--- src/rtl/univ_shift_reg_pkg.sv ---
`default_nettype none
// ============================================================================
//  Module      : usr_pkg
//  Description : Shared constants for the universal shift register.
//                Defines the 3-bit operation encodings on the mode bus.
//  Optional    : UNIV_SHIFT_PARITY_EN (used by the interface and top only)
//  Revision    : 1.0 - initial release
// ============================================================================
package usr_pkg;

  localparam int MODE_W = 3;

  localparam logic [MODE_W-1:0] MODE_HOLD = 3'b000;
  localparam logic [MODE_W-1:0] MODE_SHR  = 3'b001;
  localparam logic [MODE_W-1:0] MODE_SHL  = 3'b010;
  localparam logic [MODE_W-1:0] MODE_LOAD = 3'b011;
  localparam logic [MODE_W-1:0] MODE_ROR  = 3'b100;
  localparam logic [MODE_W-1:0] MODE_ROL  = 3'b101;
  // 3'b110 and 3'b111 are reserved and act as HOLD.

endpackage : usr_pkg
`default_nettype wire

--- src/rtl/univ_shift_reg_if.sv ---
`default_nettype none
// ============================================================================
//  Module      : univ_shift_reg_if
//  Description : Control/data bundle of the universal shift register.
//                master : drives en, mode, s_in_r, s_in_l, d; observes outputs
//                slave  : the register itself; drives q, s_out_r, s_out_l,
//                         cnt, done (and parity when enabled)
//  Optional    : UNIV_SHIFT_PARITY_EN adds the 1-bit parity signal
//  Revision    : 1.0 - initial release
// ============================================================================
interface univ_shift_reg_if
  import usr_pkg::*;
#(
  parameter int N = 8
);

  localparam int CW = $clog2(N + 1);

  logic              en;
  logic [MODE_W-1:0] mode;
  logic              s_in_r;
  logic              s_in_l;
  logic [N-1:0]      d;
  logic [N-1:0]      q;
  logic              s_out_r;
  logic              s_out_l;
  logic [CW-1:0]     cnt;
  logic              done;
`ifdef UNIV_SHIFT_PARITY_EN
  logic              parity;
`endif

  modport master (
    output en, mode, s_in_r, s_in_l, d,
`ifdef UNIV_SHIFT_PARITY_EN
    input  parity,
`endif
    input  q, s_out_r, s_out_l, cnt, done
  );

  modport slave (
    input  en, mode, s_in_r, s_in_l, d,
`ifdef UNIV_SHIFT_PARITY_EN
    output parity,
`endif
    output q, s_out_r, s_out_l, cnt, done
  );

endinterface : univ_shift_reg_if
`default_nettype wire

--- src/rtl/univ_shift_reg_shift_frame_cnt.sv ---
`default_nettype none
// ============================================================================
//  Module      : shift_frame_cnt
//  Description : Saturating count of serial operations in the current frame
//                plus a one-cycle frame-complete pulse.
//  Ports       : clk   - rising-edge clock
//                reset - synchronous active-low reset
//                clr   - restart the frame (parallel load)
//                inc   - one shift/rotate performed this cycle
//                cnt   - operations since last clear, saturates at N
//                done  - registered pulse on the N-1 -> N transition
//  Revision    : 1.0 - initial release
// ============================================================================
module shift_frame_cnt #(
  parameter int N  = 8,
  parameter int CW = $clog2(N + 1)
) (
  input  logic          clk,
  input  logic          reset,
  input  logic          clr,
  input  logic          inc,
  output logic [CW-1:0] cnt,
  output logic          done
);

  localparam logic [CW-1:0] CNT_MAX  = CW'(N);
  localparam logic [CW-1:0] CNT_LAST = CW'(N - 1);

  logic [CW-1:0] cnt_q, cnt_d;
  logic          done_q, done_d;

  always_comb begin
    cnt_d  = cnt_q;
    done_d = 1'b0;
    if (clr) begin
      cnt_d = '0;
    end else if (inc && (cnt_q != CNT_MAX)) begin
      cnt_d  = cnt_q + CW'(1);
      // Only the step that reaches N fires; saturated shifts never re-fire.
      done_d = (cnt_q == CNT_LAST);
    end
  end

  always_ff @(posedge clk) begin
    if (!reset) begin
      cnt_q  <= '0;
      done_q <= 1'b0;
    end else begin
      cnt_q  <= cnt_d;
      done_q <= done_d;
    end
  end

  assign cnt  = cnt_q;
  assign done = done_q;

endmodule : shift_frame_cnt
`default_nettype wire

--- src/rtl/univ_shift_reg.sv ---
`default_nettype none
// ============================================================================
//  Module      : univ_shift_reg
//  Description : Parametrised universal shift register: hold, shift right/left,
//                rotate right/left and parallel load, with a saturating frame
//                counter and frame-complete pulse.
//  Ports       : clk   - rising-edge clock
//                reset - synchronous active-low reset
//                bus   - univ_shift_reg_if.slave (en, mode, s_in_r, s_in_l, d
//                        in; q, s_out_r, s_out_l, cnt, done out)
//  Optional    : UNIV_SHIFT_PARITY_EN adds registered even-parity of q
//  Revision    : 1.0 - initial release
// ============================================================================
module univ_shift_reg
  import usr_pkg::*;
#(
  parameter int N = 8
) (
  input  logic              clk,
  input  logic              reset,
  univ_shift_reg_if.slave   bus
);

  localparam int CW = $clog2(N + 1);

  logic [N-1:0] q_q, q_d;
  logic         is_load;
  logic         is_shift;

  // en=0 forces hold and keeps the counter idle.
  always_comb begin
    q_d      = q_q;
    is_load  = 1'b0;
    is_shift = 1'b0;
    if (bus.en) begin
      case (bus.mode)
        MODE_SHR: begin
          q_d      = {bus.s_in_r, q_q[N-1:1]};
          is_shift = 1'b1;
        end
        MODE_SHL: begin
          q_d      = {q_q[N-2:0], bus.s_in_l};
          is_shift = 1'b1;
        end
        MODE_LOAD: begin
          q_d     = bus.d;
          is_load = 1'b1;
        end
        MODE_ROR: begin
          q_d      = {q_q[0], q_q[N-1:1]};
          is_shift = 1'b1;
        end
        MODE_ROL: begin
          q_d      = {q_q[N-2:0], q_q[N-1]};
          is_shift = 1'b1;
        end
        default: q_d = q_q;  // HOLD and reserved encodings
      endcase
    end
  end

  always_ff @(posedge clk) begin
    if (!reset) begin
      q_q <= '0;
    end else begin
      q_q <= q_d;
    end
  end

  shift_frame_cnt #(
    .N  (N),
    .CW (CW)
  ) u_frame_cnt (
    .clk   (clk),
    .reset (reset),
    .clr   (is_load),
    .inc   (is_shift),
    .cnt   (bus.cnt),
    .done  (bus.done)
  );

`ifdef UNIV_SHIFT_PARITY_EN
  logic parity_q;

  // Computed from the next value so parity lines up with q on the same edge.
  always_ff @(posedge clk) begin
    if (!reset) begin
      parity_q <= 1'b0;
    end else begin
      parity_q <= ^q_d;
    end
  end

  assign bus.parity = parity_q;
`endif

  assign bus.q       = q_q;
  assign bus.s_out_r = q_q[0];
  assign bus.s_out_l = q_q[N-1];

endmodule : univ_shift_reg
`default_nettype wire

--- src/flat_wrapper.sv ---
// flat-port wrapper written by rule: the top's interface ports become plain ports
module univ_shift_reg_flat import usr_pkg::*;
#(
  parameter int N = 8
)
  (clk, reset, bus_en, bus_mode, bus_s_in_r, bus_s_in_l, bus_d, bus_q, bus_s_out_r, bus_s_out_l, bus_cnt, bus_done);
  univ_shift_reg_if #(.N(N)) bus_i ();
  input  logic clk;
  input  logic reset;
  input wire logic [$bits(bus_i.en)-1:0] bus_en;
  input wire logic [$bits(bus_i.mode)-1:0] bus_mode;
  input wire logic [$bits(bus_i.s_in_r)-1:0] bus_s_in_r;
  input wire logic [$bits(bus_i.s_in_l)-1:0] bus_s_in_l;
  input wire logic [$bits(bus_i.d)-1:0] bus_d;
  output wire logic [$bits(bus_i.q)-1:0] bus_q;
  output wire logic [$bits(bus_i.s_out_r)-1:0] bus_s_out_r;
  output wire logic [$bits(bus_i.s_out_l)-1:0] bus_s_out_l;
  output wire logic [$bits(bus_i.cnt)-1:0] bus_cnt;
  output wire logic [$bits(bus_i.done)-1:0] bus_done;
  assign bus_i.en = bus_en;
  assign bus_i.mode = bus_mode;
  assign bus_i.s_in_r = bus_s_in_r;
  assign bus_i.s_in_l = bus_s_in_l;
  assign bus_i.d = bus_d;
  assign bus_q = bus_i.q;
  assign bus_s_out_r = bus_i.s_out_r;
  assign bus_s_out_l = bus_i.s_out_l;
  assign bus_cnt = bus_i.cnt;
  assign bus_done = bus_i.done;
  univ_shift_reg #(.N(N)) u_core (.clk(clk), .reset(reset), .bus(bus_i));
endmodule
--- config.mk ---
export PLATFORM = sky130hd
export DESIGN_NAME = univ_shift_reg_flat
export DESIGN_NICKNAME = d
export VERILOG_FILES = /design/src/rtl/univ_shift_reg_pkg.sv /design/src/rtl/univ_shift_reg_if.sv /design/src/rtl/univ_shift_reg_shift_frame_cnt.sv /design/src/rtl/univ_shift_reg.sv /design/src/flat_wrapper.sv
export SDC_FILE = /design/constraint.sdc
export NUM_CORES = 1
export LEC_CHECK = 0
export ABC_CLOCK_PERIOD_IN_PS = 1700
export CAP_MARGIN = 20
export CORE_MARGIN = 3
export CORE_UTILIZATION = 45
export CTS_BUF_LIST = sky130_fd_sc_hd__clkbuf_8
export DETAILED_ROUTE_END_ITERATION = 8
export PLACE_DENSITY = 0.89
export SLEW_MARGIN = 0
export SYNTH_ARGS = -nofsm -noshare
export SYNTH_HDL_FRONTEND = slang
export SYNTH_SLANG_ARGS = --single-unit
--- constraint.sdc ---
create_clock -name clk -period 1.7 [get_ports clk]
set_input_delay 0.34 -clock clk [delete_from_list [all_inputs] [get_ports clk]]
set_output_delay 0.34 -clock clk [all_outputs]
set_load 0.005 [all_outputs]
* Word-level counts from Yosys, hierarchy flattened
Cells that the tools add are included.
** Word-level totals
- Bits of input ports :: 16
- ROM bits :: 0
- Output and inout port bits :: 15
- Flip-flop bits (word level) :: 13
- RAM bits :: 0
- Latch bits :: 0
- Word-level logic and storage cells :: 24
- Memories :: 0
** Cells by class
- Add/subtract/negate cells :: 1
- Bitwise logic cells :: 2
- $lt $le $gt $ge :: 0
- Multiplexer cells :: 5
- Equality and inequality tests :: 7
- Divide/modulo/power cells :: 0
- $mul :: 0
- Reduce and logical (&&, ||, !) cells :: 6
- Shifts and indexed selects :: 0
** Operators with widths (number)
- $pmux W8 S5 :: 1
- $eq A3 B2 Y1 const B :: 2
- $eq A3 B3 Y1 const B :: 2
- $reduce_bool A5 Y1 :: 1
- $add A4 B1 Y4 const B :: 1
- $eq A4 B3 Y1 const B :: 1
- $mux W1 :: 4
- $ne A4 B4 Y1 const B :: 1
- $reduce_or A4 Y1 :: 1
- $eq A3 B1 Y1 const B :: 1
- $reduce_or A3 Y1 :: 1
- $not A1 Y1 :: 2
- $reduce_and A2 Y1 :: 1
- $reduce_or A2 Y1 :: 1
- $logic_and A1 B1 Y1 :: 1

* Depth between registers and ports, before layout
- Word-level depth :: 7
- Gate-level depth with buffers :: 6

* Modules after synthesis
From an unflattened synthesis, not the netlist that was laid out.
** Unflattened totals
- Cells, all modules :: 95
- Area total of the unflattened synthesis :: 833.3 um^2
** Modules (own cells, without submodules)
- univ_shift_reg :: sequential area each 160.2 um^2, area an instance 581.8 um^2, cells an instance 68, times used 1
- shift_frame_cnt :: sequential area each 100.1 um^2, area an instance 251.5 um^2, cells an instance 27, times used 1

* Least setup slack after synthesis
OpenSTA, ideal clock, no wires.
- Kind :: reg-to-reg
- Start point :: register u_core.u_frame_cnt.cnt_q[0], in the netlist u_core.u_frame_cnt.cnt[0]
- End point :: register u_core.u_frame_cnt.cnt_q[2], in the netlist u_core.u_frame_cnt.cnt[2]
- Cell stages (with the launch flop) :: 7
- Data required time :: 1629 ps
- Path buffers :: 0
- Arrival :: 1277 ps
- Slack :: 352 ps
- Setup time :: 71 ps
- Cell sequence :: dfxtp_1 -> inv_1 -> ha_1 -> nand2_1 -> o2111ai_2 -> or3_1 -> a21oi_1
** Between the ends
- Word-level cells in the longest chain between the ends :: 2
- Elaborated cells on any way between the ends :: 3
** RTL lines
- from (decl) :: line univ_shift_reg_shift_frame_cnt.sv:29 : logic [CW-1:0] cnt_q, cnt_d;
- from (signal assigned) :: line univ_shift_reg_shift_frame_cnt.sv:49 : cnt_q <= cnt_d;
- parallel branches: the longest is 2 deep, another holds $add A4 B1 Y4
Parallel ways; which one is timed is not known.
A chain may end at the register's enable or synchronous reset.

* Worst setup path after layout
- Start point :: input bus_mode[0]
- End point :: register u_core.q_q[5], in the netlist u_core.bus.q[5]
** Between the ends
- Word-level cells in the longest chain between the ends :: 3
- Elaborated cells on any way between the ends :: 8
** RTL lines
- from (decl) :: line flat_wrapper.sv:11 : input wire logic [$bits(bus_i.mode)-1:0] bus_mode;
- $eq A3 B1 Y1, or another cell as far along :: line univ_shift_reg.sv:36 : case (bus.mode)
- $reduce_bool A5 Y1 (no source line)
- $reduce_and A2 Y1 (no source line)
- to (signal assigned) :: line univ_shift_reg.sv:66 : q_q <= q_d;
- to (decl) :: line univ_shift_reg.sv:26 : logic [N-1:0] q_q, q_d;
Parallel ways exist; a longest one is shown, timed or not.

==> results_dict.tcl <==
set metrics [dict create \
    status "finished, final reports clean" \
    hold_depth 2 \
    cp_common_cell "buf_4" \
    fp.dieH_um 48.8 \
    hold_path_class "reg2reg" \
    detail_route.wl_per_cell_um 15.8 \
    fin_ws_ns 0.0569 \
    cts_sinks 13 \
    fin_nets 153 \
    seq_area_frac_synth_pct 31.6 \
    num_rows 14 \
    drc_errors 0 \
    crit_type "in2reg" \
    reg2reg_from "u_core.u_frame_cnt.cnt[0]" \
    cpPeakStageDelay_ns 0.46 \
    ys_seq_elements 13 \
    stdcell_area_mm2 0.00127 \
    synthDistinctLibCells 41 \
    period_share_pct 96.7 \
    rrSetupSlack_ns 0.22 \
    cts.path.max_buffers 2 \
    crit_path_end_kind "flip-flop" \
    ios 31 \
    finalHoldViolCount 0 \
    post-place-ws_ns -0.210 \
    syn_inst 96 \
    cp_top_family "buffers and inverters" \
    num_vias 883 \
    power_uw 853 \
    rr_worst_depth 6 \
    finalWirelength_mm 2.50 \
    synth_top_area_share_pct 31.6 \
    yosys-top-cells-count "13 x dfxtp_1, 9 x nand2_1, 8 x nor2_1" \
    hold_ws_ns 0.511 \
    synth_most_common_cell "dfxtp_1" \
    final_util_pct 79.0 \
    avgSynthCellArea_um2 8.59 \
    peakVddDrop_mv 0.786 \
    grtUsageTotal_pct 21.3 \
    reg2reg_to "u_core.u_frame_cnt.cnt[2]" \
    final_cells 158 \
    area_growth_pct 54.3 \
    worstPathRequired_ns 1.83 \
    drive_gt1_share_pct 20.1 \
    p_leak_nw 0.467 \
    fillers 118 \
    relSlewSlack_pct 68.6 \
    finalClockSkew_ns 0.00265 \
    drtAntennaViolNets 0 \
    cp.arrival_ns 1.77 \
    dpl.hpwl_mm 1.71 \
    overflow 0 \
    p_per_area_mw_per_mm2 670 \
    insertion_delay_ns 0.24 \
    synth_edf_count 0 \
    drv_slew 0 \
    min_to "u_core.bus.q[2]" \
    critPathSlowestCell "clkdlybuf4s50_1" \
    ys_warn_count 0 \
    port_buffers 30 \
    maxCapViolations 0 \
    synth_nets 114 \
    ys.flop_type "dfxtp_1" \
    dieArea_mm2 0.00238 \
    critPathBufInv 3 \
    viasPerCell 5.59 \
    core-area_mm2 0.00161 \
    clk_pin_slew_worst_paths_ns 0.06 \
    place_area_mm2 0.00119 \
    antenna_found_initial 0 \
    yosys-top-cells-area "dfxtp_1 32%, o32ai_2 7.9%, o32ai_1 5.3%" \
    async_flop_share_pct 0 \
    max_clock_freq_mhz 609 \
    h-tree-depth 1 \
    grt_pass1_vias 861 \
    cts_tree "done" \
    synth_top_area_cell "dfxtp_1" \
    grt_pass1_wl_mm 4.03 \
    timing.critical_path.cells "clkdlybuf4s50_1 -> buf_4 -> buf_4 -> and2_1 -> o32ai_1 -> o32ai_2" \
    min_from "u_core.bus.q[2]" \
    dp_cells 154 \
    cts-root-buf "clkbuf_8" \
    tightest_slew_ns 0.470 \
    drtPass1Iterations 4 \
    setup_viol 0 \
    gp_congestion 0.862 \
    cts_buffers 3 \
    start_kind "primary input" \
    cts_setup_buffers 0 \
    chipWidth_um 48.8 \
    grt_max_degree 11 \
    drt_iter0_markers 49 \
    mappedNetlistArea_um2 825 \
    initial_utilization_pct 51.2 \
    min_period_ns 1.64 \
    crit_fanout 10 \
    n_antenna_cell 0 \
    setup_tns_ns 0 \
    grt_setup_unrepaired "false" \
]
[what timing repair did]
action,4_1_cts,5_1_grt
resized for setup,0,6
hold buffers,0,0
endpoints found under the setup margin,0,9
[kinds of logic after synthesis]
kind of cell	after synthesis	share of synthesized area (%)
xor gates and xnor gates	2	2.12
buffers and inverters	13	8.19
muxes	2	2.88
DFF	13	31.6
AOI/OAI and AO/OA	31	30.8
adders and majority gates	2	3.03
and+or+nand+nor	33	21.4
[flip-flops by register name, indices dropped and copies added (netlist names)]
register / cells
u_core.u_frame_cnt.cnt: 4
u_core.u_frame_cnt.done: 1
u_core.bus.q: 8
[tightest hold or removal path, cell delays in order (launching register included)]
cell     delay, ns
dfxtp_1       0.33
nand2_1       0.06
o32ai_1       0.07
[worst max-delay path by stage]
stage,startpoint,depth (start not counted),slack [ns],end
2_1_floorplan,u_core.u_frame_cnt.cnt[0],6,0.35,u_core.u_frame_cnt.cnt[2]
3_3_place_gp,bus_mode[1],6,-0.16,u_core.u_frame_cnt.done
3_5_place_dp,bus_mode[0],6,-0.21,u_core.u_frame_cnt.cnt[2]
4_1_cts,bus_mode[0],6,0.04,u_core.u_frame_cnt.cnt[2]
5_1_grt,bus_mode[0],6,0.0009,u_core.u_frame_cnt.cnt[2]
6_report,bus_mode[0],6,0.06,u_core.bus.q[5]
[where the power goes]
part           internal [mW]  switching, mW
Clock                  0.160          0.117
Combinational          0.131          0.102
Sequential             0.322         0.0214
Total                  0.613          0.240
[placed cells by master, fill, tap and decap left out, types with 2 or more instances in the layout]
cell,n
a21oi_1,6
buf_4,11
clkbuf_8,3
clkdlybuf4s50_1,30
dfxtp_1,13
ha_1,2
inv_1,6
nand2_1,9
nand2b_1,2
nand4_1,2
nor2_1,8
o21ai_0,2
o21ai_1,3
o32ai_1,5
o32ai_2,4
[layer usage]
layer | vias up | wire length (µm) | track usage (%)
met5 | - | 0 | 0
met4 | 0 | 79 | 9.95
met3 | 10 | 159 | 4.59
met2 | 48 | 1260 | 33.9
met1 | 393 | 994 | 27.1
li1 | 432 | - | -
[cell type report]
| cell class | count | area, µm² | area share [%] |
|---|---|---|---|
| tap | 24 | 30.0 | 2.36 |
| inverter | 6 | 22.5 | 1.77 |
| multi-input combinational | 70 | 532 | 41.8 |
| clock inverter | 1 | 3.75 | 0.295 |
| clock buffer | 3 | 41.3 | 3.24 |
| sequential | 13 | 260 | 20.5 |
| timing repair buffer | 41 | 383 | 30.1 |
No activity file was read; power rests on OpenSTA's default activity.
